===== src/rtl/cpu_pkg.sv =====
// Shared constants, grant encoding and helpers for the write-back path.
// Optional build macro used by rf_wb_arb: RF_WB_BYPASS_EN.
package cpu_pkg;

  localparam int D_WIDTH = 32;
  localparam int N_REGS  = 32;
  localparam int REG_L2  = $clog2(N_REGS);

  typedef enum logic {
    GNT_ALU = 1'b0,
    GNT_LSU = 1'b1
  } gnt_e;

  localparam int IDX_ALU = 0;
  localparam int IDX_LSU = 1;

  typedef struct packed {
    logic [REG_L2-1:0]  rd;
    logic [D_WIDTH-1:0] data;
  } wb_req_t;

  function automatic logic [N_REGS-1:0] rd_dec(
    input logic [REG_L2-1:0] rd
  );
    logic [N_REGS-1:0] v;
    v = '0;
    v[rd] = 1'b1;
    return v;
  endfunction

endpackage


===== src/rtl/wb_rr_arb2.sv =====
// Two-way round-robin arbiter, index 0 = ALU, index 1 = LSU.
// last_grant moves only on a grant; ALU wins the first tie after reset.
module wb_rr_arb2
  import cpu_pkg::*;
(
  input  logic       clk,
  input  logic       rst,
  input  logic [1:0] req,
  output logic [1:0] gnt
);

  gnt_e       r_last;
  logic [1:0] w_gnt;

  // Pick the single requester, or the one not granted last on a tie.
  always_comb begin
    w_gnt = 2'b00;
    unique case (req)
      2'b01:   w_gnt = 2'b01;
      2'b10:   w_gnt = 2'b10;
      2'b11:   w_gnt = (r_last == GNT_LSU) ? 2'b01 : 2'b10;
      default: w_gnt = 2'b00;
    endcase
  end

  // Remember the winner of each completed transfer.
  always_ff @(posedge clk or posedge rst) begin
    if (rst) begin
      r_last <= GNT_LSU;
    end else if (|w_gnt) begin
      r_last <= w_gnt[IDX_LSU] ? GNT_LSU : GNT_ALU;
    end
  end

  assign gnt = w_gnt;

endmodule


===== src/rtl/rf_wb_arb.sv =====
// Write-back arbiter plus pending-write scoreboard for the RF write port.
// RF_WB_BYPASS_EN adds combinational fwd_* copies of the registered write.
module rf_wb_arb
  import cpu_pkg::*;
(
  input  logic               clk,
  input  logic               rst,
  input  logic               alu_valid,
  output logic               alu_ready,
  input  logic [REG_L2-1:0]  alu_rd,
  input  logic [D_WIDTH-1:0] alu_data,
  input  logic               lsu_valid,
  output logic               lsu_ready,
  input  logic [REG_L2-1:0]  lsu_rd,
  input  logic [D_WIDTH-1:0] lsu_data,
  input  logic               issue_vld,
  input  logic [REG_L2-1:0]  issue_rd,
  output logic [N_REGS-1:0]  pend_mask,
`ifdef RF_WB_BYPASS_EN
  output logic               fwd_vld,
  output logic [REG_L2-1:0]  fwd_addr,
  output logic [D_WIDTH-1:0] fwd_data,
`endif
  output logic               rf_we,
  output logic [REG_L2-1:0]  rf_w_addr,
  output logic [D_WIDTH-1:0] rf_w_data
);

  logic [1:0]         w_req;
  logic [1:0]         w_gnt;
  logic               w_xfer;
  wb_req_t            w_win;
  logic               w_wr;
  logic [N_REGS-1:0]  w_clr;
  logic [N_REGS-1:0]  w_set;

  logic               r_we;
  logic [REG_L2-1:0]  r_addr;
  logic [D_WIDTH-1:0] r_data;
  logic [N_REGS-1:0]  r_pend;

  assign w_req = {lsu_valid, alu_valid};

  wb_rr_arb2 u_arb (
    .clk (clk),
    .rst (rst),
    .req (w_req),
    .gnt (w_gnt)
  );

  assign alu_ready = w_gnt[IDX_ALU];
  assign lsu_ready = w_gnt[IDX_LSU];
  assign w_xfer    = |w_gnt;

  // Mux the winning producer and build scoreboard set/clear masks.
  always_comb begin
    w_win = '0;
    unique case (1'b1)
      w_gnt[IDX_LSU]: begin
        w_win.rd   = lsu_rd;
        w_win.data = lsu_data;
      end
      w_gnt[IDX_ALU]: begin
        w_win.rd   = alu_rd;
        w_win.data = alu_data;
      end
      default: w_win = '0;
    endcase
    w_wr  = w_xfer && (w_win.rd != '0);
    w_clr = w_xfer ? rd_dec(w_win.rd) : '0;
    w_set = '0;
    if (issue_vld && (issue_rd != '0)) begin
      w_set = rd_dec(issue_rd);
    end
  end

  // Register the RF write; x0 transfers complete without a write.
  always_ff @(posedge clk or posedge rst) begin
    if (rst) begin
      r_we   <= 1'b0;
      r_addr <= '0;
      r_data <= '0;
    end else begin
      r_we <= w_wr;
      if (w_wr) begin
        r_addr <= w_win.rd;
        r_data <= w_win.data;
      end
    end
  end

  // Pending bits: clear on write-back, set on issue; a same-edge set wins.
  always_ff @(posedge clk or posedge rst) begin
    if (rst) begin
      r_pend <= '0;
    end else begin
      r_pend <= (r_pend & ~w_clr) | w_set;
    end
  end

  assign rf_we     = r_we;
  assign rf_w_addr = r_addr;
  assign rf_w_data = r_data;
  assign pend_mask = r_pend;

`ifdef RF_WB_BYPASS_EN
  assign fwd_vld  = r_we;
  assign fwd_addr = r_addr;
  assign fwd_data = r_data;
`endif

endmodule


===== config.mk =====
export PLATFORM = sky130hd
export DESIGN_NAME = rf_wb_arb
export DESIGN_NICKNAME = d
export VERILOG_FILES = /design/src/rtl/cpu_pkg.sv /design/src/rtl/wb_rr_arb2.sv /design/src/rtl/rf_wb_arb.sv
export SDC_FILE = /design/constraint.sdc
export NUM_CORES = 1
export LEC_CHECK = 0
export CORE_ASPECT_RATIO = 1.4
export CORE_UTILIZATION = 41
export DETAILED_ROUTE_END_ITERATION = 12
export GPL_TIMING_DRIVEN = 0
export PLACE_DENSITY_LB_ADDON = 0.2
export RECOVER_POWER = 25
export SLEW_MARGIN = 15
export SYNTH_ARGS = -nofsm -noshare
export SYNTH_HDL_FRONTEND = slang
export SYNTH_SLANG_ARGS = --single-unit

===== constraint.sdc =====
create_clock -name clk -period 2.75 [get_ports clk]
set_clock_uncertainty 0.15 [all_clocks]
set_input_delay 0.275 -clock clk [delete_from_list [all_inputs] [get_ports clk]]
set_output_delay 0.275 -clock clk [all_outputs]
set_load 0.01 [all_outputs]

==> run_results.csv <==
group,metric,value,unit
synthesis,ys_async_sr_fraction,1.00,
cts,clk_path_buf_depth,2,
outcome,status,"completed",
power_and_ir_drop,power.switching,0.000974,W
grt,gr-total-overflow,0,
power_and_ir_drop,power_density,664,nW/um2
detailed_routing,first_iter_violations,113,
worst_setup_path,worstPathCellList,"clkdlybuf4s50_1 -> a21boi_2 -> buf_2 -> a32o_1 -> nor3_4 -> inv_2 -> buf_6 -> mux2_4",
floorplan,die_w,77.7,um
cts,cts_tree,"built",
worst_setup_path,cp_max_fo,19,
hold_path,holdPathStages,2,
synthesis,synth_flop_cell,"dfrtp_1",
grt,grt_max_degree,41,
floorplan,initial_core_util,0.424,
finish,syn_to_final_growth,57.2,%
power_and_ir_drop,pwr-share-comb,0.341,
cts,cts_buffers,9,
sta,maxSlewViolCount,0,
cts,clk_pin_slew,0.08,ns
grt,antenna_found_initial,0,
sta,max_slew_margin,0.0701,
detailed_routing,drc_errors,0,
finish,antenna_cells,0,
grt,grt_usage,0.231,
worst_setup_path,required,2.82,ns
worst_setup_path,slowest_stage,"clkdlybuf4s50_1",
finish,final_common_cell,"clkdlybuf4s50_1",
sta,fmax,388,MHz
sta,setup_ws,0.171,ns
worst_setup_path,worstSetupPathType,"primary input to register",
power_and_ir_drop,p_seq_frac,0.403,
worst_setup_path,rr_worst_depth,7,
finish,nNetsFinal,510,
floorplan,die_h,108,um
detailed_routing,route.vias.total,2869,
worst_setup_path,cp_data_arrival_time,2.65,ns
power_and_ir_drop,p_total,0.00343,W
detailed_routing,antenna_left,0,
worst_setup_path,cp-end-kind,"register",
finish,drive_gt1_frac,0.139,
detailed_routing,vias_per_cell,5.40,
grt,grt_pass1_wl,14600,um
power_and_ir_drop,peakVddDrop,0.445,mV
power_and_ir_drop,power_frac_clock,0.256,
sta,hold_viol,0,
sta,whs,0.260,ns
floorplan,dieArea,8380,um2
synthesis,synth-seq-cells,71,
finish,mostFrequentLayoutCells,"clkdlybuf4s50_1, dfrtp_1, a22o_1, o21ai_1, mux2_4",
placement,post-dp-hpwl,7010,um
cts,root_buffer,"clkbuf_8",
finish,finalNonFillerCells,531,
worst_setup_path,crit_start,"lsu_valid",
hold_path,hold_start,"issue_rd[0]",
sta,setup_violations,0,
synthesis,synth_area,3290,um2
detailed_routing,drt_first_pass_iters,5,
run,drv_cap,0,
detailed_routing,wl,9470,um
placement,place_ws,-0.312,ns
power_and_ir_drop,p_sw_frac,0.284,
worst_setup_path,max_stage_delay,0.50,ns
finish,post-route-util,0.667,
finish,fillerInstances,616,
placement,dp_cells,516,
power_and_ir_drop,internal_power,0.00246,W
floorplan,io_pins,156,
grt,grt_pass1_vias,2868,
hold_path,hp-class,"primary input to register",
sta,tightest_slew,1.39,ns
floorplan,rows,38,
placement,port_buffers,153,
synthesis,synth_edf_count,0,
cts,h-tree-depth,3,
cts,clk_latency,0.34,ns
synthesis,ys_warn_count,0,
synthesis,syn_area_per_cell,12.5,um2
detailed_routing,wl_per_cell,17.8,um
placement,gp_congestion,0.777,
synthesis,synth.distinct_cells,29,
cts,cts_setup_buffers,0,
sta,fin_crit_sh,0.938,
synthesis,synth_fp_nets,346,
sta,rsz0062_at_grt,"false",
worst_setup_path,r2r-start,"u_arb.r_last",
power_and_ir_drop,leakage,2.22,nW
worst_setup_path,startpoint_type,"primary input",
synthesis,synth_cells,262,
synthesis,ys_seq_area_frac,0.541,
cts,clock-sinks,71,
sta,period_needed,2.58,ns
floorplan,core-area,7750,um2
[power groups by stage]
stage | logic (W) | clock network [W] | registers (W)
2_1_floorplan | 0.000406 | 0 | 0.00149
6_report | 0.00117 | 0.000877 | 0.00138
3_3_place_gp | 0.00116 | 0 | 0.00139
4_1_cts | 0.00119 | 0.000894 | 0.00138
5_1_grt | 0.00125 | 0.000939 | 0.00141
3_5_place_dp | 0.00118 | 0 | 0.00140
[layout make-up]
type	count	area, um2	area share
Buffer	14	93.8	0.0182
Clock buffer	14	173	0.0334
Clock inverter	2	37.5	0.00727
Inverter	3	12.5	0.00242
Multi-Input combinational cell	173	1410	0.273
Sequential cell	71	1780	0.344
Tap cell	100	125	0.0242
Timing Repair Buffer	154	1540	0.297
[cell usage after synthesis, types with 2 or more instances]
master | instances | share of area
o31ai_1 | 7 | 0.016
nor2b_1 | 3 | 0.0057
buf_1 | 3 | 0.0034
clkbuf_1 | 7 | 0.0080
mux2_4 | 28 | 0.13
a22o_1 | 32 | 0.085
a32oi_2 | 3 | 0.015
nand2_1 | 5 | 0.0057
nor2_1 | 2 | 0.0023
nand3_1 | 11 | 0.017
o21ai_1 | 32 | 0.049
nand2b_1 | 5 | 0.0095
a21o_1 | 5 | 0.011
mux2_1 | 4 | 0.014
buf_6 | 4 | 0.014
a32o_1 | 5 | 0.015
inv_1 | 2 | 0.0023
o21ai_0 | 24 | 0.037
dfrtp_1 | 70 | 0.53
[metal layers]
| metal | vias up | part of all wire | track usage |
|---|---|---|---|
| li1 | 1324 | - | - |
| met1 | 1413 | 0.40 | 0.277 |
| met2 | 121 | 0.51 | 0.389 |
| met3 | 11 | 0.078 | 0.0658 |
| met4 | 0 | 0.014 | 0.0970 |
| met5 | - | 0 | 0 |
[final timing paths]
path	slack [ns]	end
max in group asynchronous	0.45	rf_w_data[21]
setup / recovery	0.17	rf_w_data[2]
min in group asynchronous	0.54	rf_w_data[14]
hold / removal	0.26	pend_mask[12]
setup reg to reg	0.26	rf_w_data[2]
hold reg to reg	0.33	rf_w_data[15]
[timing repair]
action                                  4_1_cts  5_1_grt
endpoints found under the setup margin        2        1
resized for setup                             4        2
gates cloned                                  0        0
hold buffers                                  0        0
[state kept, by name (all words and copies together) (netlist names)]
name and cells:
pend_mask 32, rf_w_addr 5, rf_w_data 32, rf_we 1, u_arb.r_last 1
[logic make-up after synthesis]
logic type | Yosys count | share of synthesized area
AOI/OAI and AO/OA | 110 | 0.234
DFF | 71 | 0.541
muxes | 32 | 0.142
and+or+nand+nor | 31 | 0.0537
buffers and inverters | 18 | 0.0301
[critical path, delay by kind of cell]
family                 cells  cell delay (ns)
and+or+nand+nor            1             0.11
AOI/OAI and AO/OA          2             0.68
buffers and inverters      4             1.28
muxes                      1             0.31
[per-stage QoR]
step	area, um2	setup TNS [ns]
floorplan	3290	0
global placement	4940	-47.00
detailed placement	4970	-2.57
CTS	5180	0
global route	5170	0
finish	5170	0
No activity file was read; power rests on OpenSTA's default activity.
